[config.mk]
export PLATFORM = sky130hd
export DESIGN_NAME = pingpong_ctrl_flat
export DESIGN_NICKNAME = d
export VERILOG_FILES = /design/src/rtl/pingpong_ctrl_if.sv /design/src/rtl/pingpong_ctrl.sv /design/src/flat_wrapper.sv
export SDC_FILE = /design/constraint.sdc
export NUM_CORES = 1
export LEC_CHECK = 0
export ABC_AREA = 0
export CAP_MARGIN = 20
export CORE_MARGIN = 4
export CORE_UTILIZATION = 50
export CTS_CLUSTER_SIZE = 40
export DETAILED_ROUTE_END_ITERATION = 8
export GPL_ROUTABILITY_DRIVEN = 0
export PLACE_DENSITY = 0.85
export SLEW_MARGIN = 25
export SYNTH_ARGS = -nofsm -noshare
export SYNTH_HDL_FRONTEND = slang
export SYNTH_SLANG_ARGS = --single-unit
[constraint.sdc]
create_clock -name clk -period 3.9 [get_ports clk]
set_input_delay 0.585 -clock clk [delete_from_list [all_inputs] [get_ports clk]]
set_output_delay 0.585 -clock clk [all_outputs]
set_load 0.005 [all_outputs]
[src/rtl/pingpong_ctrl_if.sv]
// Bank-side bus of the ping-pong controller: shared write port and shared
// read address for two single-port-per-direction buffers A and B.
interface pingpong_ctrl_if #(
  parameter int AW = 7
);
  logic          wr_en_a;
  logic          wr_en_b;
  logic [AW-1:0] wr_addr;
  logic [15:0]   wr_data;
  logic          rd_en_a;
  logic          rd_en_b;
  logic [AW-1:0] rd_addr;
  logic [15:0]   rd_data_a;
  logic [15:0]   rd_data_b;

  modport master (
    output wr_en_a, wr_en_b, wr_addr, wr_data,
    output rd_en_a, rd_en_b, rd_addr,
    input  rd_data_a, rd_data_b
  );

  modport slave (
    input  wr_en_a, wr_en_b, wr_addr, wr_data,
    input  rd_en_a, rd_en_b, rd_addr,
    output rd_data_a, rd_data_b
  );
endinterface

[src/rtl/pingpong_ctrl.sv]
// Ping-pong buffer controller. The writer fills bank A then bank B with
// incoming words; each full bank is streamed out by the reader while the
// writer fills the other. Words arriving while both banks are full are
// dropped and flagged by a sticky overflow bit. rd_hold freezes the reader
// (test hook used to force the writer into its wait state).
module pingpong_ctrl #(
  parameter int DEPTH = 100,
  parameter int AW    = 7
) (
  input  logic            clk,
  input  logic            rst_n,
  input  logic            data_en,
  input  logic [15:0]     data_in,
  input  logic            rd_hold,
  pingpong_ctrl_if.master bank,
  output logic [15:0]     dout,
  output logic            dout_vld,
  output logic            overflow
);

  typedef enum logic [1:0] {W_A, W_B, W_WAIT} wstate_t;
  typedef enum logic [1:0] {R_IDLE, R_A, R_B} rstate_t;

  localparam logic [AW-1:0] LAST = AW'(DEPTH - 1);

  wstate_t       w_state;
  rstate_t       r_state;
  logic          w_pend_b;   // bank the writer resumes with after W_WAIT
  logic          r_next_b;   // bank the reader serves next from R_IDLE
  logic [AW-1:0] wcnt;
  logic [AW-1:0] rcnt;
  logic          full_a, full_b;
  logic          set_a, set_b, clr_a, clr_b;

  logic          wr_en_a, wr_en_b, rd_en_a, rd_en_b;
  logic [AW-1:0] wr_addr, rd_addr;
  logic [15:0]   wr_data;

  logic [1:0]    vld_pipe;   // rd_en delayed 1 and 2 cycles
  logic          sel_b_d;    // bank of the read issued one cycle earlier

  assign bank.wr_en_a = wr_en_a;
  assign bank.wr_en_b = wr_en_b;
  assign bank.wr_addr = wr_addr;
  assign bank.wr_data = wr_data;
  assign bank.rd_en_a = rd_en_a;
  assign bank.rd_en_b = rd_en_b;
  assign bank.rd_addr = rd_addr;
  assign dout_vld     = vld_pipe[1];

  // A bank becomes full on its last accepted word and empty on its last
  // issued read; the FSMs guarantee both never hit the same flag at once.
  assign set_a = (w_state == W_A) && data_en && (wcnt == LAST);
  assign set_b = (w_state == W_B) && data_en && (wcnt == LAST);
  assign clr_a = !rd_hold && (r_state == R_A) && (rcnt == LAST);
  assign clr_b = !rd_hold && (r_state == R_B) && (rcnt == LAST);

  // Bank full flags, set by the writer and cleared by the reader.
  always_ff @(posedge clk or negedge rst_n) begin
    if (!rst_n) begin
      full_a <= 1'b0;
      full_b <= 1'b0;
    end else begin
      if (set_a)      full_a <= 1'b1;
      else if (clr_a) full_a <= 1'b0;
      if (set_b)      full_b <= 1'b1;
      else if (clr_b) full_b <= 1'b0;
    end
  end

  // Write FSM: registered write strobes; a bank being cleared this very
  // cycle counts as free so the writer never loses a word to W_WAIT then.
  always_ff @(posedge clk or negedge rst_n) begin
    if (!rst_n) begin
      w_state  <= W_A;
      w_pend_b <= 1'b0;
      wcnt     <= '0;
      wr_en_a  <= 1'b0;
      wr_en_b  <= 1'b0;
      wr_addr  <= '0;
      wr_data  <= '0;
      overflow <= 1'b0;
    end else begin
      wr_en_a <= 1'b0;
      wr_en_b <= 1'b0;
      case (w_state)
        W_A: if (data_en) begin
          wr_en_a <= 1'b1;
          wr_addr <= wcnt;
          wr_data <= data_in;
          if (wcnt == LAST) begin
            wcnt <= '0;
            if (full_b && !clr_b) begin
              w_state  <= W_WAIT;
              w_pend_b <= 1'b1;
            end else begin
              w_state  <= W_B;
            end
          end else begin
            wcnt <= wcnt + AW'(1);
          end
        end
        W_B: if (data_en) begin
          wr_en_b <= 1'b1;
          wr_addr <= wcnt;
          wr_data <= data_in;
          if (wcnt == LAST) begin
            wcnt <= '0;
            if (full_a && !clr_a) begin
              w_state  <= W_WAIT;
              w_pend_b <= 1'b0;
            end else begin
              w_state  <= W_A;
            end
          end else begin
            wcnt <= wcnt + AW'(1);
          end
        end
        default: begin
          // Both banks busy: drop the word, remember it happened.
          if (data_en) overflow <= 1'b1;
          if (w_pend_b ? !full_b : !full_a)
            w_state <= w_pend_b ? W_B : W_A;
        end
      endcase
    end
  end

  // Read FSM: issues address 0 on the edge it leaves R_IDLE so a full bank
  // drains in exactly DEPTH cycles, keeping pace with a continuous writer.
  always_ff @(posedge clk or negedge rst_n) begin
    if (!rst_n) begin
      r_state  <= R_IDLE;
      r_next_b <= 1'b0;
      rcnt     <= '0;
      rd_en_a  <= 1'b0;
      rd_en_b  <= 1'b0;
      rd_addr  <= '0;
    end else begin
      rd_en_a <= 1'b0;
      rd_en_b <= 1'b0;
      if (!rd_hold) begin
        case (r_state)
          R_A: begin
            rd_en_a <= 1'b1;
            rd_addr <= rcnt;
            if (rcnt == LAST) begin
              rcnt     <= '0;
              r_next_b <= 1'b1;
              r_state  <= full_b ? R_B : R_IDLE;
            end else begin
              rcnt <= rcnt + AW'(1);
            end
          end
          R_B: begin
            rd_en_b <= 1'b1;
            rd_addr <= rcnt;
            if (rcnt == LAST) begin
              rcnt     <= '0;
              r_next_b <= 1'b0;
              r_state  <= full_a ? R_A : R_IDLE;
            end else begin
              rcnt <= rcnt + AW'(1);
            end
          end
          default: begin
            if (!r_next_b && full_a) begin
              rd_en_a <= 1'b1;
              rd_addr <= '0;
              rcnt    <= AW'(1);
              r_state <= R_A;
            end else if (r_next_b && full_b) begin
              rd_en_b <= 1'b1;
              rd_addr <= '0;
              rcnt    <= AW'(1);
              r_state <= R_B;
            end
          end
        endcase
      end
    end
  end

  // Output stage: bank data arrives one cycle after rd_en, registered once
  // more into dout; the bank select travels alongside so a switch between
  // banks never picks the wrong return bus.
  always_ff @(posedge clk or negedge rst_n) begin
    if (!rst_n) begin
      vld_pipe <= '0;
      sel_b_d  <= 1'b0;
      dout     <= '0;
    end else begin
      vld_pipe <= {vld_pipe[0], rd_en_a | rd_en_b};
      sel_b_d  <= rd_en_b;
      if (vld_pipe[0]) dout <= sel_b_d ? bank.rd_data_b : bank.rd_data_a;
    end
  end

  a_rd_onehot: assert property (@(posedge clk) disable iff (!rst_n)
    !(rd_en_a && rd_en_b));
  a_wr_onehot: assert property (@(posedge clk) disable iff (!rst_n)
    !(wr_en_a && wr_en_b));
  // A strobe visible now was decided on the previous edge; the bank must
  // not have been full at that point.
  a_no_wr_full_a: assert property (@(posedge clk) disable iff (!rst_n)
    wr_en_a |-> !$past(full_a));
  a_no_wr_full_b: assert property (@(posedge clk) disable iff (!rst_n)
    wr_en_b |-> !$past(full_b));

endmodule

[src/flat_wrapper.sv]
// flat-port wrapper written by rule: the top's interface ports become plain ports
module pingpong_ctrl_flat 
#(
  parameter int DEPTH = 100,
  parameter int AW    = 7
)
  (clk, rst_n, data_en, data_in, rd_hold, dout, dout_vld, overflow, bank_wr_en_a, bank_wr_en_b, bank_wr_addr, bank_wr_data, bank_rd_en_a, bank_rd_en_b, bank_rd_addr, bank_rd_data_a, bank_rd_data_b);
  pingpong_ctrl_if #(.AW(AW)) bank_i ();
  input  logic clk;
  input  logic rst_n;
  input  logic data_en;
  input  logic [15:0] data_in;
  input  logic rd_hold;
  output logic [15:0] dout;
  output logic dout_vld;
  output logic overflow;
  output wire logic [$bits(bank_i.wr_en_a)-1:0] bank_wr_en_a;
  output wire logic [$bits(bank_i.wr_en_b)-1:0] bank_wr_en_b;
  output wire logic [$bits(bank_i.wr_addr)-1:0] bank_wr_addr;
  output wire logic [$bits(bank_i.wr_data)-1:0] bank_wr_data;
  output wire logic [$bits(bank_i.rd_en_a)-1:0] bank_rd_en_a;
  output wire logic [$bits(bank_i.rd_en_b)-1:0] bank_rd_en_b;
  output wire logic [$bits(bank_i.rd_addr)-1:0] bank_rd_addr;
  input wire logic [$bits(bank_i.rd_data_a)-1:0] bank_rd_data_a;
  input wire logic [$bits(bank_i.rd_data_b)-1:0] bank_rd_data_b;
  assign bank_wr_en_a = bank_i.wr_en_a;
  assign bank_wr_en_b = bank_i.wr_en_b;
  assign bank_wr_addr = bank_i.wr_addr;
  assign bank_wr_data = bank_i.wr_data;
  assign bank_rd_en_a = bank_i.rd_en_a;
  assign bank_rd_en_b = bank_i.rd_en_b;
  assign bank_rd_addr = bank_i.rd_addr;
  assign bank_i.rd_data_a = bank_rd_data_a;
  assign bank_i.rd_data_b = bank_rd_data_b;
  pingpong_ctrl #(.DEPTH(DEPTH), .AW(AW)) u_core (.clk(clk), .rst_n(rst_n), .data_en(data_en), .data_in(data_in), .rd_hold(rd_hold), .bank(bank_i), .dout(dout), .dout_vld(dout_vld), .overflow(overflow));
endmodule
==> results of run 1 <==
area by class of cell:
| type | instances | area [µm²] |
|---|---|---|
| Clock inverter | 6 | 96.3 |
| Fill cell | 469 | 1740 |
| Tap cell | 77 | 96.3 |
| Timing Repair Buffer | 106 | 1060 |
| Sequential cell | 76 | 1900 |
| Clock buffer | 10 | 138 |
| Multi-Input combinational cell | 230 | 1320 |
| Inverter | 8 | 30.0 |
sequential cells by signal, indices dropped and copies added (netlist names), 2 cells and up:
name / cells
u_core.bank.rd_addr: 7
u_core.bank.wr_addr: 7
u_core.bank.wr_data: 16
u_core.dout: 16
u_core.r_state: 2
u_core.rcnt: 7
u_core.vld_pipe: 2
u_core.w_state: 2
u_core.wcnt: 7
through the flow:
step	power (mW)	area, µm²	hold slack (ns)	cells
4_1_cts	2.53	4630	0.399	512
2_1_floorplan	1.46	3320	0.289	329
3_5_place_dp	1.85	4390	0.401	496
5_1_grt	2.68	4650	0.214	513
6_report	2.51	4650	0.194	513
3_3_place_gp	1.81	4390	0.386	496
worst paths after layout:
path,startpoint,to,slack (ns),cells after the start
max in group asynchronous,rst_n,u_core.bank.wr_data[4]$_DFFE_PN0P_,3.13,2
worst max-delay path,data_en,u_core.w_state[1]$_DFFE_PN0P_,1.97,5
worst min-delay path,rst_n,u_core.dout[4]$_DFFE_PN0P_,0.19,1
worst max register to register,u_core.r_state[0]$_DFFE_PN0P_,u_core.rcnt[4]$_DFFE_PN0P_,2.03,6
worst min register to register,u_core.bank.rd_en_b$_DFF_PN0_,u_core.sel_b_d$_DFF_PN0_,0.40,0
min in group clk,u_core.bank.rd_en_b$_DFF_PN0_,u_core.sel_b_d$_DFF_PN0_,0.40,0
where the power goes:
| group | switching, mW | internal, mW | total [mW] |
|---|---|---|---|
| clock | 0.299 | 0.384 | 0.683 |
| sequential | 0.168 | 0.943 | 1.11 |
| combinational | 0.286 | 0.428 | 0.714 |
layer usage:
metal,vias up,GRT usage [%],wire [µm]
li1,1322,-,-
met1,1290,25.0,3170
met2,77,35.2,3980
met3,10,5.07,614
met4,0,9.07,124
met5,-,0,0
logic make-up (layout without fill, tap and decap cells):
| group | after synthesis | after routing | synth area share [%] |
|---|---|---|---|
| buf+inv | 23 | 130 | 3.05 |
| fa+ha+maj | 4 | 4 | 1.51 |
| xor+xnor | 3 | 3 | 0.791 |
| flops | 76 | 76 | 57.2 |
| mux | 20 | 20 | 6.14 |
| simple gates | 145 | 145 | 19.4 |
| compound gates | 58 | 58 | 11.9 |
layout by cell type, fill, tap and decap left out, types with 5 or more instances in the layout:
| cell type | netlist | routed |
|---|---|---|
| o21ai_0 | 7 | 7 |
| nor3_1 | 5 | 5 |
| clkdlybuf4s50_1 | 0 | 102 |
| clkbuf_8 | 0 | 10 |
| mux2i_1 | 17 | 17 |
| nand2_1 | 86 | 86 |
| nand3_1 | 10 | 10 |
| a21oi_1 | 24 | 24 |
| nand2b_1 | 6 | 6 |
| inv_1 | 8 | 8 |
| a22o_1 | 10 | 10 |
| nor2_1 | 23 | 23 |
| dfrtp_1 | 76 | 76 |
==> summary.txt, run 1 <==
Setup path
  • Critical Path, Cell by Cell: clkdlybuf4s50_1 -> nor2b_2 -> buf_4 -> nand4b_1 -> o311ai_0
  • Required time of the worst setup path: 4.13 ns
  • CP max-delay cell: clkdlybuf4s50_1
  • CP top delay family: buffers and inverters
  • CP Max Fanout: 28
  • Crit path DAT: 2.16 ns
  • Crit path buffers/inverters: 2
  • Critical path type: in -> reg
  • Maximum single-stage delay on the critical path: 0.52 ns
  • Crit end category: flop
  • Startpoint types: primary input

Detailed routing
  • Pre-antenna DRT Iters: 4
  • Antenna viol nets, final: 0
  • Remaining DRCs: 0
  • Routed WL: 7.88 mm
  • Routed WL per cell: 15.4 µm
  • 1st-iter DRT viols: 116
  • Via density: 5.26
  • Via count: 2,699

Logic synthesis
  • Dominant synthesized flop cell: dfrtp_1
  • Synth unique cells: 41
  • EDFF count, synth: 0
  • Area contributors post-synth: dfrtp_1 57%, nand2_1 9.7%, mux2i_1 5.1%, a21oi_1 3.6%, a22o_1 2.6%
  • Syn Nets: 385
  • Share of the synthesized area in the top cell type: 57.2%
  • Synth Warn #: 0
  • Area leader, netlist: dfrtp_1
  • Post-synthesis sequential area ratio: 57.2%
  • Seq cells post-synth: 76
  • Area of the mapped netlist: 3320 µm²
  • Most instantiated cells after synthesis: 86 x nand2_1, 76 x dfrtp_1, 24 x a21oi_1
  • Most frequent cell after synthesis: nand2_1
  • Async SR Flop Fraction: 100%
  • Gate Count Post-Synth: 329
  • Average size of a mapped cell: 10.1 µm²

Power and ir drop
  • Pwr dens: 539 nW/µm²
  • Max VDD drop: 367 µV
  • Static Leak: 2.14 nW

Timing
  • Final hold vios: 0
  • Max Transition Viols Final: 0
  • Final setup violation count: 0
  • TNS Setup: 0 ns
  • RSZ-0062 raised after global routing: no
  • Tmin final: 1.93 ns
  • Fmax: 519 MHz
  • Rel. slew slack: 36.8%
  • Min setup slack post-route: 1.97 ns
  • Post-route clock skew: 0.00976 ns
  • Final period util: 49.4%
  • Worst-Margin Slew: 0.948 ns

Floorplanning
  • # rows: 29
  • Die Y: 89.5 µm
  • DIE WIDTH: 89.5 µm
  • Core area: 6390 µm²
  • Die ar.: 8010 µm²
  • Starting Density: 52.0%
  • Ports: 104

Min path
  • HP Class: in -> async

CTS
  • Num CTS Buffers: 9
  • CTS sink cnt: 76
  • Clk slew on worst S/H paths: 0.09 ns
  • Htree depth: 3
  • Clock Tree Root: clkbuf_8
  • Worst skew pair latency: 0.35 ns
  • Post-CTS setup buffers: 0
  • Gates resized, CTS repair: 0
  • CTS Hold Bufs: 0
  • Clk buf depth: 2
  • CTS tree: done

Placed design
  • DP Wirelength: 5.78 mm
  • I/O Buffers: 103
  • Pre-CTS WS: 1.59 ns

GRT
  • Largest net degree at the start of global routing: 77
  • Vias in the first global route: 2,639
  • Total GRT Usage: 20.7%
  • Initial antenna violation count: 0
  • First-pass GRT wire length: 12.5 mm
  • GRT overflow: 0

Job
  • # Max-Cap Violations: 0

Cells and area
  • Ant. Diodes: 0
  • Share of cells above drive strength 1: 7.34%
  • Nets: 487
  • Core Util, Final: 72.8%
  • Area growth, synth to finish: 39.9%

Status
  • Outcome: finished, final reports clean
Note: power is estimated with default switching activity, not from simulation.
==> inputs of run 2 (changes only) <==
--- a/config.mk
+++ b/config.mk
@@ -8,11 +8,11 @@
 export ABC_AREA = 0
 export CAP_MARGIN = 20
 export CORE_MARGIN = 4
-export CORE_UTILIZATION = 50
+export CORE_UTILIZATION = 46
 export CTS_CLUSTER_SIZE = 40
 export DETAILED_ROUTE_END_ITERATION = 8
 export GPL_ROUTABILITY_DRIVEN = 0
-export PLACE_DENSITY = 0.85
+export PLACE_DENSITY = 0.79
 export SLEW_MARGIN = 25
 export SYNTH_ARGS = -nofsm -noshare
 export SYNTH_HDL_FRONTEND = slang
==> constraint.sdc (replaced) <==
create_clock -name clk -period 1.8 [get_ports clk]
set_input_delay 0.27 -clock clk [delete_from_list [all_inputs] [get_ports clk]]
set_output_delay 0.27 -clock clk [all_outputs]
set_load 0.005 [all_outputs]
==> summary.txt, run 2 (synthesis gave the netlist of run 1 again) <==
Placed design
  • Dpl cells: 527
  • Pre-CTS WS: 0.0260 ns
  • Dpl cell area: 4530 µm²
  • I/O Buffers: 103
  • DP Wirelength: 5.69 mm

CTS
  • Clk slew on worst S/H paths: 0.07 ns
  • CTS tree: done
  • Post-CTS setup buffers: 0
  • Clock Tree Root: clkbuf_8
  • Worst skew pair latency: 0.33 ns
  • Clk buf depth: 2
  • Htree depth: 3
  • Num CTS Buffers: 9
  • CTS sink cnt: 76

Setup path
  • Required time of the worst setup path: 2.05 ns
  • R2R setup slack: 0.08 ns
  • Critical path type: reg -> reg
  • End point of the critical path: u_core.rcnt[4]$_DFFE_PN0P_
  • R2R depth: 6
  • Worst reg2reg endpoint: u_core.rcnt[4]$_DFFE_PN0P_
  • Crit end category: flop
  • Worst setup path start: u_core.r_state[0]$_DFFE_PN0P_
  • CP Max Fanout: 7
  • Crit path DAT: 1.97 ns
  • R2r startpoint: u_core.r_state[0]$_DFFE_PN0P_
  • Startpoint types: flop

Job
  • # Max-Cap Violations: 0

Detailed routing
  • Via count: 2,743
  • 1st-iter DRT viols: 91
  • Remaining DRCs: 0
  • Pre-antenna DRT Iters: 4
  • Routed WL: 7.71 mm
  • Routed WL per cell: 14.2 µm
  • Via density: 5.04
  • Antenna viol nets, final: 0

Timing
  • Post-route clock skew: 0.00589 ns
  • Max Transition Viols Final: 0
  • TNS Setup: 0 ns
  • Worst-Margin Slew: 0.308 ns
  • Final setup violation count: 0
  • RSZ-0062 raised after global routing: no
  • Min setup slack post-route: 0.0779 ns
  • Final hold vios: 0
  • Rel. slew slack: 79.2%
  • Worst hold margin: 0.350 ns
  • Tmin final: 1.72 ns
  • Fmax: 581 MHz
  • Final period util: 95.7%

Floorplanning
  • Core area: 6910 µm²
  • DIE WIDTH: 93.0 µm
  • Die ar.: 8650 µm²
  • Ports: 104
  • Die Y: 93.0 µm
  • # rows: 30
  • Starting Density: 48.1%

Power and ir drop
  • Static Leak: 2.21 nW
  • Max VDD drop: 490 µV
  • Pwr dens: 1140 nW/µm²

GRT
  • First-pass GRT wire length: 12.9 mm
  • GRT overflow: 0
  • Total GRT Usage: 18.7%
  • Initial antenna violation count: 0
  • Vias in the first global route: 2,736
  • Largest net degree at the start of global routing: 34

Cells and area
  • Filler instances: 547
  • Share of cells above drive strength 1: 10.0%
  • Leading cell type in the layout, fill and taps excluded: clkdlybuf4s50_1
  • Nets: 499
  • Regs by FF count: u_core.bank.wr_data x16, u_core.dout x16
  • Area growth, synth to finish: 43.7%
  • Final Instance Area: 4780 µm²
  • Most frequent cells in the layout: 102 x clkdlybuf4s50_1, 86 x nand2_1, 76 x dfrtp_1
  • Ant. Diodes: 0
  • Non-filler cells, final: 544

Status
  • Outcome: finished, final reports clean

Min path
  • HP Class: in -> async
[run 2: cell count changes in the layout (fill, tap and decap cells not counted)]
cell           previous run  this run
ha_2                      0         1
and2b_2                   0         1
and2b_1                   1         0
inv_8                     1         0
clkinv_4                  2         0
clkinv_2                  0         1
a21oi_4                   0         1
ha_1                      4         3
buf_4                     3        13
bufinv_16                 2         1
clkbuf_8                 10        13
a21oi_2                   2         1
buf_12                    1         2
dlygate4sd3_1             0         1
[run 2: worst min path at each step]
stage | depth (start not counted) | start | to | slack, ns
global placement | 1 | rst_n | u_core.bank.rd_addr[6]$_DFFE_PN0P_ | 0.16
CTS | 2 | rst_n | u_core.bank.rd_addr[5]$_DFFE_PN0P_ | 0.34
detailed placement | 1 | rst_n | u_core.bank.rd_addr[5]$_DFFE_PN0P_ | 0.15
floorplan | 0 | rst_n | u_core.bank.rd_addr[0]$_DFFE_PN0P_ | -0.03
global route | 2 | rst_n | u_core.sel_b_d$_DFF_PN0_ | 0.37
finish | 2 | rst_n | u_core.bank.rd_addr[5]$_DFFE_PN0P_ | 0.35
[run 2: cell type report]
class,count,area [µm²],share of cell area [%]
Clock inverter,3,42.5,0.891
Tap cell,96,120,2.52
Timing Repair Buffer,118,1170,24.5
Inverter,8,30.0,0.629
Clock buffer,13,179,3.75
Multi-Input combinational cell,230,1330,27.9
Sequential cell,76,1900,39.8
[run 2: through the flow]
| step | power, mW | utilization, % |
|---|---|---|
| 3_5_place_dp | 4.10 | 65.6 |
| 4_1_cts | 5.48 | 69.0 |
| 3_3_place_gp | 4.03 | 65.6 |
| 5_1_grt | 5.81 | 69.1 |
| 2_1_floorplan | 3.16 | - |
| 6_report | 5.44 | 69.1 |
[run 2: per-layer routing]
layer	track usage (%)	share of wire [%]
met1	23.6	43
met2	30.8	49
met3	4.83	6.7
met4	7.57	1.8
met5	0	0
[run 2: timing repair]
| item | 4_1_cts | 5_1_grt |
|---|---|---|
| resized for setup | 0 | 3 |
| hold buffers | 1 | 0 |
| setup endpoints to repair | 0 | 4 |
| hold endpoints to repair | 16 | 0 |
[run 2: where the power goes]
group	total, mW	leakage [nW]	switching, mW	internal, mW
sequential	2.24	0.949	0.193	2.05
clock	1.38	0.112	0.589	0.790
combinational	1.83	1.15	0.805	1.02
[run 2: critical path, stage by stage (launching register included)]
cell	delay (ns)
dfrtp_1	0.37
inv_1	0.06
ha_1	0.36
or2_0	0.33
a21oi_4	0.24
nand2_1	0.08
a31oi_1	0.20
==> inputs of run 3 (changes only) <==
--- a/config.mk
+++ b/config.mk
@@ -12,6 +12,7 @@
 export CTS_CLUSTER_SIZE = 40
 export DETAILED_ROUTE_END_ITERATION = 8
 export GPL_ROUTABILITY_DRIVEN = 0
+export MAX_ROUTING_LAYER = met4
 export PLACE_DENSITY = 0.79
 export SLEW_MARGIN = 25
 export SYNTH_ARGS = -nofsm -noshare
==> summary.txt, run 3 (synthesis gave the netlist of run 1 again) <==
Power and ir drop
  • Int Pwr: 3.86 mW
  • Static Leak: 2.21 nW
  • Combinational share of power: 33.5%
  • Clock power share: 25.4%
  • Total power: 5.45 mW
  • Max VDD drop: 490 µV
  • Sw frac: 29.2%
  • Net Sw Power: 1.59 mW
  • Seq pwr share: 41.1%
  • Pwr dens: 1140 nW/µm²

CTS
  • Htree depth: 3
  • Clock Tree Root: clkbuf_8
  • Worst skew pair latency: 0.34 ns
  • Post-CTS setup buffers: 0
  • Clk buf depth: 2
  • CTS tree: done
  • Clk slew on worst S/H paths: 0.07 ns
  • CTS sink cnt: 76
  • Num CTS Buffers: 9

Setup path
  • Critical path type: reg -> reg
  • Critical Path, Cell by Cell: inv_1 -> ha_1 -> or2_0 -> a21oi_4 -> nand2_1 -> a31oi_1
  • Maximum single-stage delay on the critical path: 0.37 ns
  • Crit end category: flop
  • CP Max Fanout: 7
  • Startpoint types: flop
  • Crit path DAT: 1.96 ns
  • Required time of the worst setup path: 2.05 ns
  • R2R depth: 6
  • CP max-delay cell: dfrtp_1

Cells and area
  • Share of cells above drive strength 1: 10.0%
  • Nets: 499
  • Most frequent cells in the layout: 102 x clkdlybuf4s50_1, 86 x nand2_1, 76 x dfrtp_1
  • Ant. Diodes: 0
  • Leading cell type in the layout, fill and taps excluded: clkdlybuf4s50_1
  • Area growth, synth to finish: 43.7%
  • Regs by FF count: u_core.bank.wr_data x16, u_core.dout x16

Status
  • Outcome: finished, final reports clean

Detailed routing
  • Via density: 5.05
  • Via count: 2,749
  • 1st-iter DRT viols: 93
  • Antenna viol nets, final: 0
  • Routed WL: 7.69 mm
  • Remaining DRCs: 0
  • Routed WL per cell: 14.1 µm
  • Pre-antenna DRT Iters: 5

Floorplanning
  • Ports: 104
  • Die Y: 93.0 µm
  • DIE WIDTH: 93.0 µm
  • Die ar.: 8650 µm²
  • Starting Density: 48.1%
  • # rows: 30
  • Core area: 6910 µm²

Min path
  • HP Class: in -> async

GRT
  • Initial antenna violation count: 0
  • Vias in the first global route: 2,746
  • First-pass GRT wire length: 12.9 mm
  • GRT met2 Usage: 30.7%
  • Top Usage Layer GRT: met2
  • M1 GR Usage: 23.5%
  • M3 GR Usage: 4.83%
  • Total GRT Usage: 19.2%
  • GRT overflow: 0
  • Largest net degree at the start of global routing: 34

Timing
  • Max Transition Viols Final: 0
  • Final setup violation count: 0
  • Rel. slew slack: 78.9%
  • Tmin final: 1.72 ns
  • RSZ-0062 raised after global routing: no
  • Worst-Margin Slew: 0.313 ns
  • Fmax: 582 MHz
  • Final hold vios: 0
  • TNS Setup: 0 ns
  • Post-route clock skew: 0.00807 ns
  • Final period util: 95.5%
  • Worst hold margin: 0.351 ns

Placed design
  • DP Wirelength: 5.69 mm
  • I/O Buffers: 103

Job
  • # Max-Cap Violations: 0
## run 3: cell counts in the layout (fill, tap and decap cells not counted)
No cell type changed its count.
## run 3: metal layers
metal  wire [µm]  vias up
met1        3290     1291
met4         160        0
met5           0        -
li1            -     1351
met3         497       14
met2        3740       93
## run 3: area by class of cell
cell class                      count  area [µm²]
Clock buffer                       13         179
Clock inverter                      3        42.5
Fill cell                         547        2130
Inverter                            8        30.0
Multi-Input combinational cell    230        1330
Sequential cell                    76        1900
Tap cell                           96         120
Timing Repair Buffer              118        1170
## run 3: worst max-delay path, delay by kind of cell, from the launching register on
kind	cells	cell delay, ns
adders and majority gates	1	0.36
DFF	1	0.37
AOI/OAI and AO/OA	2	0.44
buffers and inverters	1	0.06
and+or+nand+nor	2	0.41
## run 3: repair_timing
action	4_1_cts	5_1_grt
endpoints found under the hold margin	16	0
gates resized for setup	0	3
setup endpoints to repair	0	4
hold buffers	1	0
## run 3: power by group through the flow
stage | clock (mW) | combinational [mW] | sequential [mW]
after floorplan | 0 | 0.882 | 2.28
after global placement | 0 | 1.78 | 2.25
after detailed placement | 0 | 1.83 | 2.27
after CTS | 1.41 | 1.83 | 2.24
after global routing | 1.49 | 2.03 | 2.29
final | 1.39 | 1.82 | 2.24
## run 3: stage by stage
| stage | setup WS [ns] | util [%] | cells | instance area, µm² |
|---|---|---|---|---|
| 2_1_floorplan | 0.131 | - | 329 | 3320 |
| 3_3_place_gp | 0.113 | 65.6 | 527 | 4530 |
| 3_5_place_dp | 0.0260 | 65.6 | 527 | 4530 |
| 4_1_cts | 0.0575 | 69.0 | 544 | 4760 |
| 5_1_grt | 0.00691 | 69.1 | 544 | 4780 |
| 6_report | 0.0817 | 69.1 | 544 | 4780 |
## run 3: path summary, 6_finish.rpt
path                                                        to  slack, ns                     startpoint
hold / removal              u_core.bank.rd_addr[5]$_DFFE_PN0P_       0.35                          rst_n
setup / recovery                    u_core.rcnt[4]$_DFFE_PN0P_       0.08  u_core.r_state[0]$_DFFE_PN0P_
min in group clk                      u_core.sel_b_d$_DFF_PN0_       0.41  u_core.bank.rd_en_b$_DFF_PN0_
setup reg to reg                    u_core.rcnt[4]$_DFFE_PN0P_       0.08  u_core.r_state[0]$_DFFE_PN0P_
max in group asynchronous  u_core.bank.wr_data[10]$_DFFE_PN0P_       0.94                          rst_n
hold reg to reg                       u_core.sel_b_d$_DFF_PN0_       0.41  u_core.bank.rd_en_b$_DFF_PN0_
